--- src/rtl/shader_pkg.sv ---
// Shared constants and types for the shader sequencer slice.
package shader_pkg;

  localparam int NUM_INSTR      = 12;
  localparam int WIDTH          = 640;
  localparam int HEIGHT         = 480;
  localparam int X_SMALL        = WIDTH / NUM_INSTR;
  localparam int Y_SMALL        = HEIGHT / NUM_INSTR;
  localparam int SUB_W          = $clog2(NUM_INSTR);
  localparam int X_W            = $clog2(X_SMALL);
  localparam int Y_W            = $clog2(Y_SMALL);
  localparam int INSTR_W        = 8;
  localparam int FIFO_DEPTH_DEF = 4;

  typedef enum logic {
    IDLE = 1'b0,
    EXEC = 1'b1
  } seq_state_e;

endpackage

--- src/rtl/shader_wr_fifo.sv ---
// Small synchronous show-ahead FIFO holding SPI instruction writes until the
// sequencer has an idle cycle to apply them. DEPTH must be a power of 2.
module shader_wr_fifo #(
  parameter int DEPTH  = 4,
  parameter int DATA_W = 8
) (
  input  logic              clk_i,
  input  logic              rst_ni,
  input  logic              push_i,
  input  logic              pop_i,
  input  logic [DATA_W-1:0] data_i,
  output logic [DATA_W-1:0] data_o,
  output logic              full_o,
  output logic              empty_o
);

  localparam int PTR_W = $clog2(DEPTH);

  logic [DATA_W-1:0] mem_q [DEPTH];
  logic [PTR_W-1:0]  wr_ptr_q;
  logic [PTR_W-1:0]  rd_ptr_q;
  logic [PTR_W:0]    count_q;
  logic              do_push;
  logic              do_pop;

  assign full_o  = (count_q == (PTR_W+1)'(DEPTH));
  assign empty_o = (count_q == '0);
  assign data_o  = mem_q[rd_ptr_q];

  // A pop frees the head slot in the same cycle, so a push into a full FIFO is fine then.
  assign do_pop  = pop_i && !empty_o;
  assign do_push = push_i && (!full_o || do_pop);

  // Storage array; contents are don't-care until written.
  always_ff @(posedge clk_i) begin
    if (do_push) mem_q[wr_ptr_q] <= data_i;
  end

  // Pointers and occupancy.
  always_ff @(posedge clk_i or negedge rst_ni) begin
    if (!rst_ni) begin
      wr_ptr_q <= '0;
      rd_ptr_q <= '0;
      count_q  <= '0;
    end else begin
      if (do_push) wr_ptr_q <= wr_ptr_q + PTR_W'(1);
      if (do_pop)  rd_ptr_q <= rd_ptr_q + PTR_W'(1);
      case ({do_push, do_pop})
        2'b10:   count_q <= count_q + (PTR_W+1)'(1);
        2'b01:   count_q <= count_q - (PTR_W+1)'(1);
        default: count_q <= count_q;
      endcase
    end
  end

endmodule

--- src/rtl/shader_sequencer.sv ---
// Shader sequencer: runs one program rotation per coarse pixel, applies queued
// SPI program writes only between slots, and tracks coarse x/y coordinates.
// Optional build macro SHADER_SEQ_DROP_CNT_EN adds an 8-bit saturating
// dropped-write counter on drop_cnt_o.
//
// state | meaning
// IDLE  | no slot running; queued writes may be loaded when run_i is low
// EXEC  | slot running; executes and rotates memory for NUM_INSTR cycles
module shader_sequencer
  import shader_pkg::*;
#(
  parameter int FIFO_DEPTH = FIFO_DEPTH_DEF
) (
  input  logic               clk_i,
  input  logic               rst_ni,
  input  logic               run_i,
  input  logic               line_vis_i,
  input  logic               next_line_i,
  input  logic               next_frame_i,
  input  logic               wr_valid_i,
  input  logic [INSTR_W-1:0] wr_instr_i,
  output logic               mem_shift_o,
  output logic               mem_load_o,
  output logic [INSTR_W-1:0] mem_instr_o,
  output logic               exec_o,
  output logic               capture_o,
  output logic [SUB_W-1:0]   x_subpos_o,
  output logic [X_W-1:0]     x_pos_o,
  output logic [Y_W-1:0]     y_pos_o,
`ifdef SHADER_SEQ_DROP_CNT_EN
  output logic [7:0]         drop_cnt_o,
`endif
  output logic               overflow_o
);

  localparam logic [SUB_W-1:0] SUB_LAST = SUB_W'(NUM_INSTR - 1);
  localparam logic [SUB_W-1:0] SUB_PREV = SUB_W'(NUM_INSTR - 2);

  seq_state_e         state_q;
  logic [SUB_W-1:0]   y_sub_q;
  logic [INSTR_W-1:0] fifo_head;
  logic               fifo_full;
  logic               fifo_empty;
  logic               pop;
  logic               push;
  logic               drop;

  // run_i in IDLE takes priority over a pending write so pixel timing never slips.
  assign pop  = (state_q == IDLE) && !run_i && !fifo_empty;
  assign push = wr_valid_i && (!fifo_full || pop);
  assign drop = wr_valid_i && fifo_full && !pop;

  shader_wr_fifo #(
    .DEPTH  (FIFO_DEPTH),
    .DATA_W (INSTR_W)
  ) u_wr_fifo (
    .clk_i   (clk_i),
    .rst_ni  (rst_ni),
    .push_i  (push),
    .pop_i   (pop),
    .data_i  (wr_instr_i),
    .data_o  (fifo_head),
    .full_o  (fifo_full),
    .empty_o (fifo_empty)
  );

  // Slot sequencing FSM with registered memory/execute controls and coarse x.
  always_ff @(posedge clk_i or negedge rst_ni) begin
    if (!rst_ni) begin
      state_q     <= IDLE;
      exec_o      <= 1'b0;
      mem_shift_o <= 1'b0;
      mem_load_o  <= 1'b0;
      mem_instr_o <= '0;
      capture_o   <= 1'b0;
      x_subpos_o  <= '0;
      x_pos_o     <= '0;
    end else begin
      mem_load_o  <= 1'b0;
      mem_instr_o <= '0;
      capture_o   <= 1'b0;
      case (state_q)
        IDLE: begin
          if (run_i) begin
            state_q     <= EXEC;
            exec_o      <= 1'b1;
            mem_shift_o <= 1'b1;
            x_subpos_o  <= '0;
          end else if (pop) begin
            exec_o      <= 1'b0;
            mem_shift_o <= 1'b1;
            mem_load_o  <= 1'b1;
            mem_instr_o <= fifo_head;
          end else begin
            exec_o      <= 1'b0;
            mem_shift_o <= 1'b0;
          end
        end
        EXEC: begin
          if (x_subpos_o == SUB_LAST) begin
            x_subpos_o <= '0;
            if (!run_i) begin
              state_q     <= IDLE;
              exec_o      <= 1'b0;
              mem_shift_o <= 1'b0;
            end
          end else begin
            x_subpos_o <= x_subpos_o + SUB_W'(1);
            capture_o  <= (x_subpos_o == SUB_PREV);
          end
        end
      endcase
      if (next_line_i) begin
        x_pos_o <= '0;
      end else if (state_q == EXEC && x_subpos_o == SUB_LAST) begin
        x_pos_o <= x_pos_o + X_W'(1);
      end
    end
  end

  // Coarse y: advances once every NUM_INSTR visible lines.
  always_ff @(posedge clk_i or negedge rst_ni) begin
    if (!rst_ni) begin
      y_pos_o <= '0;
      y_sub_q <= '0;
    end else if (next_frame_i) begin
      y_pos_o <= '0;
      y_sub_q <= '0;
    end else if (next_line_i && line_vis_i) begin
      if (y_sub_q == SUB_LAST) begin
        y_sub_q <= '0;
        y_pos_o <= y_pos_o + Y_W'(1);
      end else begin
        y_sub_q <= y_sub_q + SUB_W'(1);
      end
    end
  end

  // Sticky per-frame loss flag; a drop in the frame-boundary cycle still sets it.
  always_ff @(posedge clk_i or negedge rst_ni) begin
    if (!rst_ni) begin
      overflow_o <= 1'b0;
    end else if (drop) begin
      overflow_o <= 1'b1;
    end else if (next_frame_i) begin
      overflow_o <= 1'b0;
    end
  end

`ifdef SHADER_SEQ_DROP_CNT_EN
  // Lifetime count of dropped writes, saturating at 255.
  always_ff @(posedge clk_i or negedge rst_ni) begin
    if (!rst_ni) begin
      drop_cnt_o <= '0;
    end else if (drop && drop_cnt_o != 8'hFF) begin
      drop_cnt_o <= drop_cnt_o + 8'd1;
    end
  end
`endif

endmodule

--- config.mk ---
export PLATFORM = sky130hd
export DESIGN_NAME = shader_sequencer
export DESIGN_NICKNAME = d
export VERILOG_FILES = /design/src/rtl/shader_pkg.sv /design/src/rtl/shader_wr_fifo.sv /design/src/rtl/shader_sequencer.sv
export SDC_FILE = /design/constraint.sdc
export NUM_CORES = 1
export LEC_CHECK = 0
export ABC_AREA = 0
export CORE_MARGIN = 1
export CORE_UTILIZATION = 58
export CTS_CLUSTER_DIAMETER = 120
export DETAILED_ROUTE_END_ITERATION = 12
export PLACE_DENSITY = 0.84
export SETUP_SLACK_MARGIN = 0.05
export SLEW_MARGIN = 40
export SYNTH_ARGS = -nofsm -noshare
export SYNTH_HDL_FRONTEND = slang
export SYNTH_HIERARCHICAL = 1
export SYNTH_SLANG_ARGS = --single-unit
export TNS_END_PERCENT = 100
--- constraint.sdc ---
create_clock -name clk_i -period 7.4 [get_ports clk_i]
set_clock_uncertainty 0.1 [all_clocks]
set_input_delay 1.48 -clock clk_i [delete_from_list [all_inputs] [get_ports clk_i]]
set_output_delay 1.48 -clock clk_i [all_outputs]
set_load 0.05 [all_outputs]
== After elaboration in Yosys (flattened, before gate mapping) ==
Memories as Yosys holds them, arrays and structs flattened.
Cells that the tools add are included.
Operators by class
  bitwise logic cells: 1
  $add $sub $neg: 8
  multiplexer cells: 32
  reductions and logical operators: 23
  eq/ne operators: 9
Operator list (count)
  $mux W6: 5
  $mux W8: 3
  $mux W4: 5
  $mux W1: 14
  $add A6 B1 Y6 const B: 2
  $eq A4 B4 Y1 const B: 3
  $reduce_bool A2 Y1: 5
  $logic_and A1 B1 Y1: 9
  $add A4 B1 Y4 const B: 2
  $pmux W4 S2: 1
  $pmux W1 S2: 3
  $pmux W3 S2: 1
  $add A2 B1 Y2 const B: 2
  $logic_not A1 Y1: 4
  $ne A2 B2 Y1 const B: 2
  $reduce_and A2 Y1: 2
  $add A3 B1 Y3 const B: 1
  $eq A3 B3 Y1 const B: 1
  $logic_not A3 Y1: 1
  $sub A3 B1 Y3 const B: 1
  $eq A2 B1 Y1 const B: 1
  $eq A2 B2 Y1 const B: 1
  $logic_or A1 B1 Y1: 2
  $ne A2 B1 Y1 const B: 1
  $not A1 Y1: 1
Storage, ports and cells
  bits in writable memories: 32
  memories: 1
  bits in registers: 41
  bits of input ports: 15
  logic and storage cells: 88
  output and inout bits: 29
Memories
  u_wr_fifo.mem_q: words 4, bits a word 8, rd ports 1, clocked after Yosys merged registers in 0, wr ports 1, line shader_wr_fifo.sv:19  | logic [DATA_W-1:0] mem_q [DEPTH];

== Longest topological paths before layout ==
Gate-level depths: netlist of the first run.
  depth after elaboration: 8
  gate-level depth with buffers: 11

== Cells and area by module ==
The synthesis of the first run kept the hierarchy.
By module, submodules not included
  shader_wr_fifo: cells an instance 80, area each 1587.8 um2, sequential area each 1136.1 um2, times used 1
  shader_sequencer: cells an instance 146, area each 1546.5 um2, sequential area each 850.8 um2, times used 1

== Worst setup path before layout of the first run ==
Ideal clock, no wire load.
  path kind: input to register
  start: input run_i
  end: register u_wr_fifo.count_q[2]
  library setup time: 0.079 ns
  path slack: 4.033 ns
  arrival time: 3.187 ns
  stages on the path: 9
  path through: or3_1 -> inv_1 -> o31a_2 -> ha_1 -> inv_1 -> fa_1 -> xor2_1 -> nor2_1 -> xor2_1
Between the ends
  longest elaborated chain between the ends: 8
Ends and longest elaborated chain
  from (decl): line shader_sequencer.sv:16  | input logic run_i,
  $logic_not A1 Y1 *
  $logic_and A1 B1 Y1 * (2 in a row): line shader_sequencer.sv:49  | assign pop = (state_q == IDLE) && !run_i && !fifo_empty;
  named net pop: line shader_sequencer.sv:44  | logic pop;
  $logic_and A1 B1 Y1 *: line shader_wr_fifo.sv:31  | assign do_pop = pop_i && !empty_o;
  named net u_wr_fifo.do_pop: line shader_wr_fifo.sv:24  | logic do_pop;
  $logic_or A1 B1 Y1: line shader_wr_fifo.sv:32  | assign do_push = push_i && (!full_o || do_pop);
  $logic_and A1 B1 Y1: line shader_wr_fifo.sv:32
  $eq A2 B1 Y1 or $eq A2 B2 Y1 (tied branches): line shader_wr_fifo.sv:48  | case ({do_push, do_pop})
  $pmux W3 S2 or $reduce_bool A2 Y1 (tied branches)
  to (signal assigned): line shader_wr_fifo.sv:49  | 2'b10: count_q <= count_q + (PTR_W+1)'(1);
  to (signal assigned): line shader_wr_fifo.sv:50  | 2'b01: count_q <= count_q - (PTR_W+1)'(1);
  to (signal assigned): line shader_wr_fifo.sv:51  | default: count_q <= count_q;
  to (decl): line shader_wr_fifo.sv:22  | logic [PTR_W:0] count_q;
Mark *: on every way through the listed nets, which the timed path passes. The rest lies on a longest branch.
A chain may end at the register's enable or synchronous reset.

== Worst setup path after layout of the first run ==
Same ends and word-level chain as after synthesis.

==> impl_metrics.yaml, run 1 <==
status:
  status: "finished, final reports clean"
logic_synthesis:
  synth-seq-area-share_pct: 63.4
  synth_warnings: 6
  synthArstFlopShare_pct: 56.2
  synth_edf_count: 32
  synth_top_family_by_area: "simple AND/OR/NAND/NOR gates"
  ys_ff_latch: 73
  synthAdderAreaFrac_pct: 4.63
  avgSynthCellArea_um2: 13.9
  syn_area_um2: 3130
  synth_compound_area_share_pct: 7.03
  syn_inst: 226
  synth_mux_area_share_pct: 7.50
  synth-simple-area-share_pct: 11.9
  synth_xor_area_share_pct: 2.24
  ys_types: 42
  synth_nets: 252
  synth_flop_cell: "dfrtp_1"
pwr:
  power.total_mw: 1.24
  power_density_nw_per_um2: 325
  leakagePower_nw: 1.54
  ir_drop_mv: 0.208
finish:
  layout_common_cells: "clkdlybuf4s50_1 (42), dfrtp_1 (41), edfxtp_1 (32)"
  area_growth_pct: 22.0
  antenna_cells: 0
  post-route-util_pct: 74.4
  mostFrequentLayoutCell: "clkdlybuf4s50_1"
  fin_cells: 350
  nets: 301
  drive_gt1_share_pct: 13.2
clocking:
  cts_buffers: 9
  ctsHoldBuffers: 0
  cts_tree: "yes"
  cts-resized-gates: 0
  clkTransAtPathRegs_ns: 0.08
  clock_sinks: 73
  clk_path_buf_depth: 2
  post-cts-setup-buffers: 0
  clock-root-buffer: "clkbuf_8"
  htree_num_levels: 3
  clkLatencyLatePin_ns: 0.35
floorplan:
  fp.dieH_um: 75.5
  num_io_pins: 44
  design.core.area_um2: 5140
  initial_core_util_pct: 61.0
  dieArea_um2: 5700
  die_w_um: 75.5
  rows: 26
sta:
  setup-violations-final: 0
  relSlewSlack_pct: 62.7
  tns_ns: 0
  rsz0062_at_grt: "no"
  max_freq_mhz: 270
  tightest_slew_ns: 0.560
  layout_setup_ws_ns: 3.69
  drv_slew: 0
  post-route-period-util_pct: 50.1
  period_needed_ns: 3.71
  hold_violations: 0
grt:
  met2_usage_pct: 36.0
  grt_max_degree: 42
  top_usage_layer: "met2"
  grt_pass1_wl_um: 8890
  track_usage_pct: 22.1
  use_met3_pct: 4.63
  antenna_found_initial: 0
  grt_overflow: 0
  grt_pass1_vias: 1876
  grt_use_met1_pct: 28.3
placed_design:
  gp_congestion: 0.715
  io_buffers: 43
  dp.cells: 334
  dp_hpwl_um: 3810
  dp_slack_ns: 3.34
flow_run:
  maxCapViolCount: 0
routing:
  firstDrtPassIters: 4
  vias: 1924
  drt-vias-per-instance: 5.50
  drt_iter0_drc: 91
  ant_nets: 0
  drc_errors: 0
  wl_per_cell_um: 15.4
  wl_um: 5390
critical_path:
  worstPathMaxFanout: 10
  startpoint_type: "input pin"
  path_class: "input pin to register"
  required_ns: 7.56
  r2r_slack_ns: 4.73
  arrival_ns: 3.86
  critPathCaptureType: "register"
min_path:
  hp-class: "register to register"
logic make-up (layout without fill, tap and decap cells):
family | count (synthesis) | in the layout
XOR/XNOR | 8 | 8
adder cells (fa/ha/maj) | 11 | 11
AO/OA/AOI/OAI | 35 | 35
buffers and inverters | 25 | 79
multiplexers | 13 | 13
flip-flops | 73 | 73
AND/OR/NAND/NOR | 61 | 61
registers in the layout, indices dropped and copies added (netlist names), 2 cells and up:
| register | cells |
|---|---|
| x_subpos_o | 4 |
| y_sub_q | 4 |
| mem_instr_o | 8 |
| u_wr_fifo/rd_ptr_q | 2 |
| y_pos_o | 6 |
| u_wr_fifo/wr_ptr_q | 2 |
| x_pos_o | 6 |
| u_wr_fifo/count_q | 3 |
| u_wr_fifo/mem_q | 32 |
synthesized netlist by cell type (all sizes together) (2+ instances only):
master	number	area share (%)
nor3	3	0.48
o31ai	5	1.2
or3	5	1.1
xnor2	3	0.84
a21oi	12	1.9
mux2i	4	1.3
dfrtp	41	33
and2	12	2.6
ha	10	4.0
nand3	8	1.3
nand4b	2	1.5
nand2	11	1.3
o21ai	9	1.4
xor2	5	1.4
mux4	8	5.7
buf	4	0.76
edfxtp	32	31
inv	20	2.4
nor2	9	1.1
or4	5	1.2
critical path, cell delays in order:
cell and delay (ns):
clkdlybuf4s50_1 0.46, or3_1 0.41, inv_1 0.22, o31a_2 0.23, ha_1 0.19, inv_1 0.07
fa_1 0.37, xor2_1 0.15, nor2_1 0.11, xor2_1 0.17
metrics by stage:
step                      hold slack [ns]  area, um2
after floorplan                     0.376       3130
after global placement              0.408       3620
after detailed placement            0.420       3620
after CTS                           0.433       3820
after global routing                0.462       3820
final                               0.429       3820
final timing paths:
path | startpoint | to | cells after the start
worst max-delay path | run_i | u_wr_fifo/count_q[2] | 10
worst min-delay path | exec_o | exec_o | 2
worst max register to register | state_q | u_wr_fifo/count_q[2] | 9
worst min register to register | exec_o | exec_o | 2
max in group asynchronous | rst_ni | u_wr_fifo/wr_ptr_q[1] | 1
min in group asynchronous | rst_ni | y_pos_o[4] | 1
per-layer routing:
layer	up-vias	part of all wire (%)
met1	953	44
met5	-	0
li1	915	-
met4	0	2.4
met3	12	4.0
met2	44	50
cell type report:
class / instances / area [um2]
fill: 376 / 1320
sequential: 73 / 1990
tap: 70 / 87.6
multi-input combinational: 128 / 1040
clock inverter: 7 / 77.6
clock buffer: 9 / 124
inverter: 20 / 75.1
timing repair buffer: 43 / 428
report_power, final:
group / internal (mW) / switching (mW)
logic: 0.157 / 0.194
clock network: 0.158 / 0.153
registers: 0.508 / 0.0735
Note: power is estimated with default switching activity, not from simulation.
==> inputs of run 2 (changes only) <==
--- a/config.mk
+++ b/config.mk
@@ -7,10 +7,10 @@
 export LEC_CHECK = 0
 export ABC_AREA = 0
 export CORE_MARGIN = 1
-export CORE_UTILIZATION = 58
+export CORE_UTILIZATION = 54
 export CTS_CLUSTER_DIAMETER = 120
 export DETAILED_ROUTE_END_ITERATION = 12
-export PLACE_DENSITY = 0.84
+export PLACE_DENSITY = 0.79
 export SETUP_SLACK_MARGIN = 0.05
 export SLEW_MARGIN = 40
 export SYNTH_ARGS = -nofsm -noshare
==> constraint.sdc (replaced) <==
create_clock -name clk_i -period 3.6 [get_ports clk_i]
set_clock_uncertainty 0.1 [all_clocks]
set_input_delay 0.72 -clock clk_i [delete_from_list [all_inputs] [get_ports clk_i]]
set_output_delay 0.72 -clock clk_i [all_outputs]
set_load 0.05 [all_outputs]
==> run 2 against run 1 <==
- via count increased by 0.52%
- combinational power increased by 110%
- utilization decreased by 5.0 points
- non-clock buffer count unchanged
==> impl_metrics.yaml, run 2 (synthesis gave the netlist of run 1 again) <==
status:
  status: "finished, final reports clean"
routing:
  vias: 1934
  firstDrtPassIters: 4
  drt-met1-wl_um: 2410
  dr_wl_met3_um: 238
  wl_met2_um: 2740
  wl_um: 5470
  drc_errors: 0
  ant_nets: 0
  highest_layer: "met4"
  drt_iter0_drc: 125
  wl_per_cell_um: 15.5
  drt-vias-per-instance: 5.49
grt:
  grt_pass1_vias: 1860
  grt_pass1_wl_um: 9050
  antenna_found_initial: 0
  track_usage_pct: 20.4
  grt_overflow: 0
  grt_max_degree: 42
pwr:
  ir_drop_mv: 0.381
  leakagePower_nw: 1.55
  power_density_nw_per_um2: 683
  power.total_mw: 2.63
finish:
  regMostFlops: "u_wr_fifo/mem_q"
  post-route-util_pct: 69.4
  largest_register_ffs: 32
  fin_cells: 352
  drive_gt1_share_pct: 12.9
  fillCellCount: 403
  layout_common_cells: "clkdlybuf4s50_1 (42), dfrtp_1 (41), edfxtp_1 (32)"
  multi_input_area_um2: 1040
  antenna_cells: 0
  area_growth_pct: 22.7
  mostFrequentLayoutCell: "clkdlybuf4s50_1"
  reg_top3: "u_wr_fifo/mem_q x32, mem_instr_o x8"
  regArea_um2: 1990
  nets: 301
critical_path:
  startpoint_type: "input pin"
  arrival_ns: 3.11
  worstPathMaxFanout: 10
  required_ns: 3.78
  r2r_end: "u_wr_fifo/count_q[2]"
  critPathCaptureType: "register"
  path_class: "input pin to register"
  r2r_slack_ns: 0.95
  reg2regPathDepth: 9
  regToRegStartpoint: "state_q"
floorplan:
  design.core.area_um2: 5540
  fp.dieH_um: 78.2
  die_w_um: 78.2
  rows: 27
  num_io_pins: 44
  initial_core_util_pct: 56.6
  dieArea_um2: 6110
sta:
  setup-violations-final: 0
  tns_ns: 0
  max_freq_mhz: 341
  relSlewSlack_pct: 62.8
  hold_violations: 0
  period_needed_ns: 2.93
  tightest_slew_ns: 0.558
  post-route-period-util_pct: 81.4
  holdWs_ns: 0.233
  drv_slew: 0
  rsz0062_at_grt: "no"
placed_design:
  io_buffers: 43
  gp_congestion: 0.756
  dp.cells: 336
  dp_hpwl_um: 3710
clocking:
  cts-resized-gates: 0
  cts_tree: "yes"
  clkLatencyLatePin_ns: 0.35
  clock_sinks: 73
  ctsHoldBuffers: 0
  clk_path_buf_depth: 2
  cts_buffers: 9
  htree_num_levels: 3
  clock-root-buffer: "clkbuf_8"
  post-cts-setup-buffers: 0
  clkTransAtPathRegs_ns: 0.07
min_path:
  hp-class: "input pin to asynchronous set/reset pin"
flow_run:
  maxCapViolCount: 0
-- run 2: changes by cell type in the layout (fill, tap and decap cells not counted) --
| cell | delta |
|---|---|
| clkinv_4 | -1 |
| inv_6 | -1 |
| clkinv_2 | -1 |
| clkinvlp_4 | +1 |
| clkbuf_1 | +1 |
| bufinv_16 | +1 |
-- run 2: final cells by class --
type	count	share of cell area [%]
Clock buffer	10	3.32
Clock inverter	6	2.41
Inverter	20	1.95
Multi-Input combinational cell	128	27.2
Sequential cell	73	51.7
Tap cell	72	2.34
Timing Repair Buffer	43	11.1
-- run 2: through the flow --
step	instance area (um2)	setup WS [ns]
6_report	3840	0.671
5_1_grt	3840	0.540
4_1_cts	3840	0.662
3_5_place_dp	3620	0.294
3_3_place_gp	3620	0.404
2_1_floorplan	3130	0.993
-- run 2: how the worst max path moves through the flow --
stage / startpoint / end / slack (ns) / depth (start not counted)
6_report: run_i / u_wr_fifo/count_q[2] / 0.67 / 10
5_1_grt: run_i / u_wr_fifo/count_q[2] / 0.54 / 10
4_1_cts: run_i / u_wr_fifo/count_q[2] / 0.66 / 10
3_5_place_dp: run_i / u_wr_fifo/count_q[2] / 0.29 / 10
3_3_place_gp: run_i / u_wr_fifo/count_q[2] / 0.40 / 10
2_1_floorplan: run_i / u_wr_fifo/count_q[2] / 0.99 / 9
-- run 2: critical path, cell delays in order --
cell	delay [ns]
clkdlybuf4s50_1	0.46
or3_1	0.42
inv_1	0.26
o31a_2	0.24
ha_1	0.18
inv_1	0.06
fa_1	0.37
xor2_1	0.15
nor2_1	0.12
xor2_1	0.15
-- run 2: report_power, final --
part / switching, mW / internal (mW) / leakage (nW)
Combinational: 0.405 / 0.326 / 0.611
Clock: 0.308 / 0.394 / 0.103
Sequential: 0.150 / 1.04 / 0.832
Total: 0.862 / 1.76 / 1.55
-- run 2: routing by layer --
layer / GRT usage, % / vias up
li1: - / 917
met1: 25.1 / 964
met2: 33.2 / 47
met3: 6.86 / 6
met4: 8.33 / 0
met5: 0 / -
==> inputs of run 3 (changes only) <==
--- a/config.mk
+++ b/config.mk
@@ -7,10 +7,10 @@
 export LEC_CHECK = 0
 export ABC_AREA = 0
 export CORE_MARGIN = 1
-export CORE_UTILIZATION = 54
+export CORE_UTILIZATION = 49
 export CTS_CLUSTER_DIAMETER = 120
 export DETAILED_ROUTE_END_ITERATION = 12
-export PLACE_DENSITY = 0.79
+export PLACE_DENSITY = 0.76
 export SETUP_SLACK_MARGIN = 0.05
 export SLEW_MARGIN = 40
 export SYNTH_ARGS = -nofsm -noshare
==> constraint.sdc (replaced) <==
create_clock -name clk_i -period 2.53 [get_ports clk_i]
set_clock_uncertainty 0.1 [all_clocks]
set_input_delay 0.506 -clock clk_i [delete_from_list [all_inputs] [get_ports clk_i]]
set_output_delay 0.506 -clock clk_i [all_outputs]
set_load 0.05 [all_outputs]
==> run 3 against run 2 <==
- register-to-register slack got worse by 0.77 ns
- combinational power increased by 57%
- largest power group unchanged
- utilization decreased by 4.2 points
- final area increased by 2.8%
- total power increased by 39%
- setup slack got worse by 0.57 ns
- sequential power increased by 43%
- wire length increased by 0.79%
- sequential share of layout area decreased by 1.4 points
- critical path depth increased by 1
- largest cell class unchanged
- clock power increased by 14%
==> impl_metrics.yaml, run 3 (synthesis gave the netlist of run 1 again) <==
status:
  status: "finished, final reports clean"
sta:
  drv_slew: 0
  post-route-period-util_pct: 95.8
  setup-violations-final: 0
  rsz0062_at_grt: "no"
  tightest_slew_ns: 0.541
  relSlewSlack_pct: 64.0
  max_freq_mhz: 412
  period_needed_ns: 2.42
  hold_violations: 0
floorplan:
  initial_core_util_pct: 51.7
  rows: 28
  dieArea_um2: 6720
  num_io_pins: 44
  design.core.area_um2: 6060
  fp.dieH_um: 82.0
  die_w_um: 82.0
critical_path:
  critPathCaptureType: "register"
  regToRegStartpoint: "u_wr_fifo/count_q[0]"
  path_class: "input pin to register"
  worstPathCellList: "clkdlybuf4s50_1 > or3_4 > a21boi_2 > o21a_4 > inv_1 > ha_4 > inv_1 > fa_2 > xor2_1 > nor2_1 > xor2_1"
  cp-startpoint: "run_i"
  r2r_end: "u_wr_fifo/count_q[2]"
  worstPathMaxFanout: 3
  cpPeakStageDelay_ns: 0.43
  required_ns: 2.65
  endpoint: "u_wr_fifo/count_q[2]"
  critPathSlowestCell: "clkdlybuf4s50_1"
  reg2regPathDepth: 11
  arrival_ns: 2.55
  r2r_slack_ns: 0.18
  startpoint_type: "input pin"
finish:
  regMostFlops: "u_wr_fifo/mem_q"
  area_growth_pct: 26.1
  reg_top3: "u_wr_fifo/mem_q x32, mem_instr_o x8"
  fin_cells: 370
  nets: 316
  layout_common_cells: "clkdlybuf4s50_1 (42), dfrtp_1 (41), edfxtp_1 (32)"
  fillCellCount: 455
  antenna_cells: 0
  largest_register_ffs: 32
  mostFrequentLayoutCell: "clkdlybuf4s50_1"
  regArea_um2: 1990
  final_area_um2: 3950
  multi_input_area_um2: 1080
  drive_gt1_share_pct: 19.7
placed_design:
  placed_area_um2: 3700
  gp_congestion: 0.782
  dp_hpwl_um: 3840
  io_buffers: 43
  dp.cells: 349
routing:
  firstDrtPassIters: 4
  wl_um: 5510
  vias: 1977
  wl_per_cell_um: 14.9
  drt-vias-per-instance: 5.34
  drc_errors: 0
  drt_iter0_drc: 95
  ant_nets: 0
pwr:
  power_density_nw_per_um2: 924
  ir_drop_mv: 0.660
  leakagePower_nw: 1.59
  power.total_mw: 3.65
clocking:
  clock_sinks: 73
  cts_buffers: 9
  clkTransAtPathRegs_ns: 0.08
  htree_num_levels: 3
  cts_tree: "yes"
  clkLatencyLatePin_ns: 0.34
  clk_path_buf_depth: 2
  clock-root-buffer: "clkbuf_8"
grt:
  track_usage_pct: 18.5
  grt_overflow: 0
  antenna_found_initial: 0
  grt_max_degree: 20
  grt_pass1_vias: 1928
  grt_pass1_wl_um: 9040
min_path:
  hp-class: "input pin to asynchronous set/reset pin"
flow_run:
  maxCapViolCount: 0
==> run 3: changes by cell type in the layout (fill, tap and decap cells not counted), moves of 2 or more <==
cell | before | now
bufinv_16 | 2 | 0
buf_4 | 1 | 14
inv_1 | 20 | 18
clkinvlp_4 | 2 | 4
==> run 3: worst min path at each step <==
| stage | startpoint | end | slack [ns] | cells after the start |
|---|---|---|---|---|
| 2_1_floorplan | rst_ni | capture_o | 0.11 | 0 |
| 3_3_place_gp | rst_ni | y_pos_o[3] | 0.23 | 1 |
| 3_5_place_dp | rst_ni | y_pos_o[3] | 0.23 | 1 |
| 4_1_cts | rst_ni | y_pos_o[3] | 0.40 | 2 |
| 5_1_grt | rst_ni | y_pos_o[3] | 0.41 | 2 |
| 6_report | rst_ni | y_pos_o[3] | 0.41 | 2 |
==> run 3: final cells by class <==
type	count	share of cell area, %
Clock buffer	10	3.23
Clock inverter	6	1.11
Inverter	20	1.96
Multi-Input combinational cell	128	27.4
Sequential cell	73	50.3
Tap cell	75	2.37
Timing Repair Buffer	58	13.7
==> run 3: where the power goes <==
part	internal, mW	switching [mW]
sequential	1.49	0.215
combinational	0.542	0.609
clock	0.357	0.445
==> run 3: metal layers <==
metal | part of all wire, % | global-route usage [%] | vias to the layer above
met1 | 47 | 23.8 | 976
met5 | 0 | 0 | -
met3 | 3.4 | 4.78 | 6
li1 | - | - | 953
met4 | 1.3 | 8.42 | 0
met2 | 49 | 29.3 | 42
==> run 3: worst max-delay path, delay by kind of cell <==
family / cells / cell delay, ns
buffers and inverters: 3 / 0.56
AO/OA/AOI/OAI: 2 / 0.31
XOR/XNOR: 2 / 0.31
AND/OR/NAND/NOR: 2 / 0.50
adder cells (fa/ha/maj): 2 / 0.36
==> run 3: repair_timing <==
item / CTS / global route
buffers inserted: 0 / 4
setup endpoints to repair: 1 / 1
endpoints found under the hold margin: 4 / 0
pin swaps: 0 / 3
hold buffers: 1 / 0
gates resized for setup: 3 / 9
==> run 3: per-stage QoR <==
| stage | setup TNS [ns] | hold WS (ns) | setup slack (ns) | util [%] |
|---|---|---|---|---|
| floorplan | 0 | 0.110 | 0.121 | - |
| global placement | -0.422 | 0.230 | -0.212 | 61.1 |
| detailed placement | -2.03 | 0.234 | -0.298 | 61.1 |
| CTS | 0 | 0.402 | 0.0634 | 64.1 |
| global route | 0 | 0.406 | 0.0519 | 65.2 |
| finish | 0 | 0.406 | 0.105 | 65.2 |
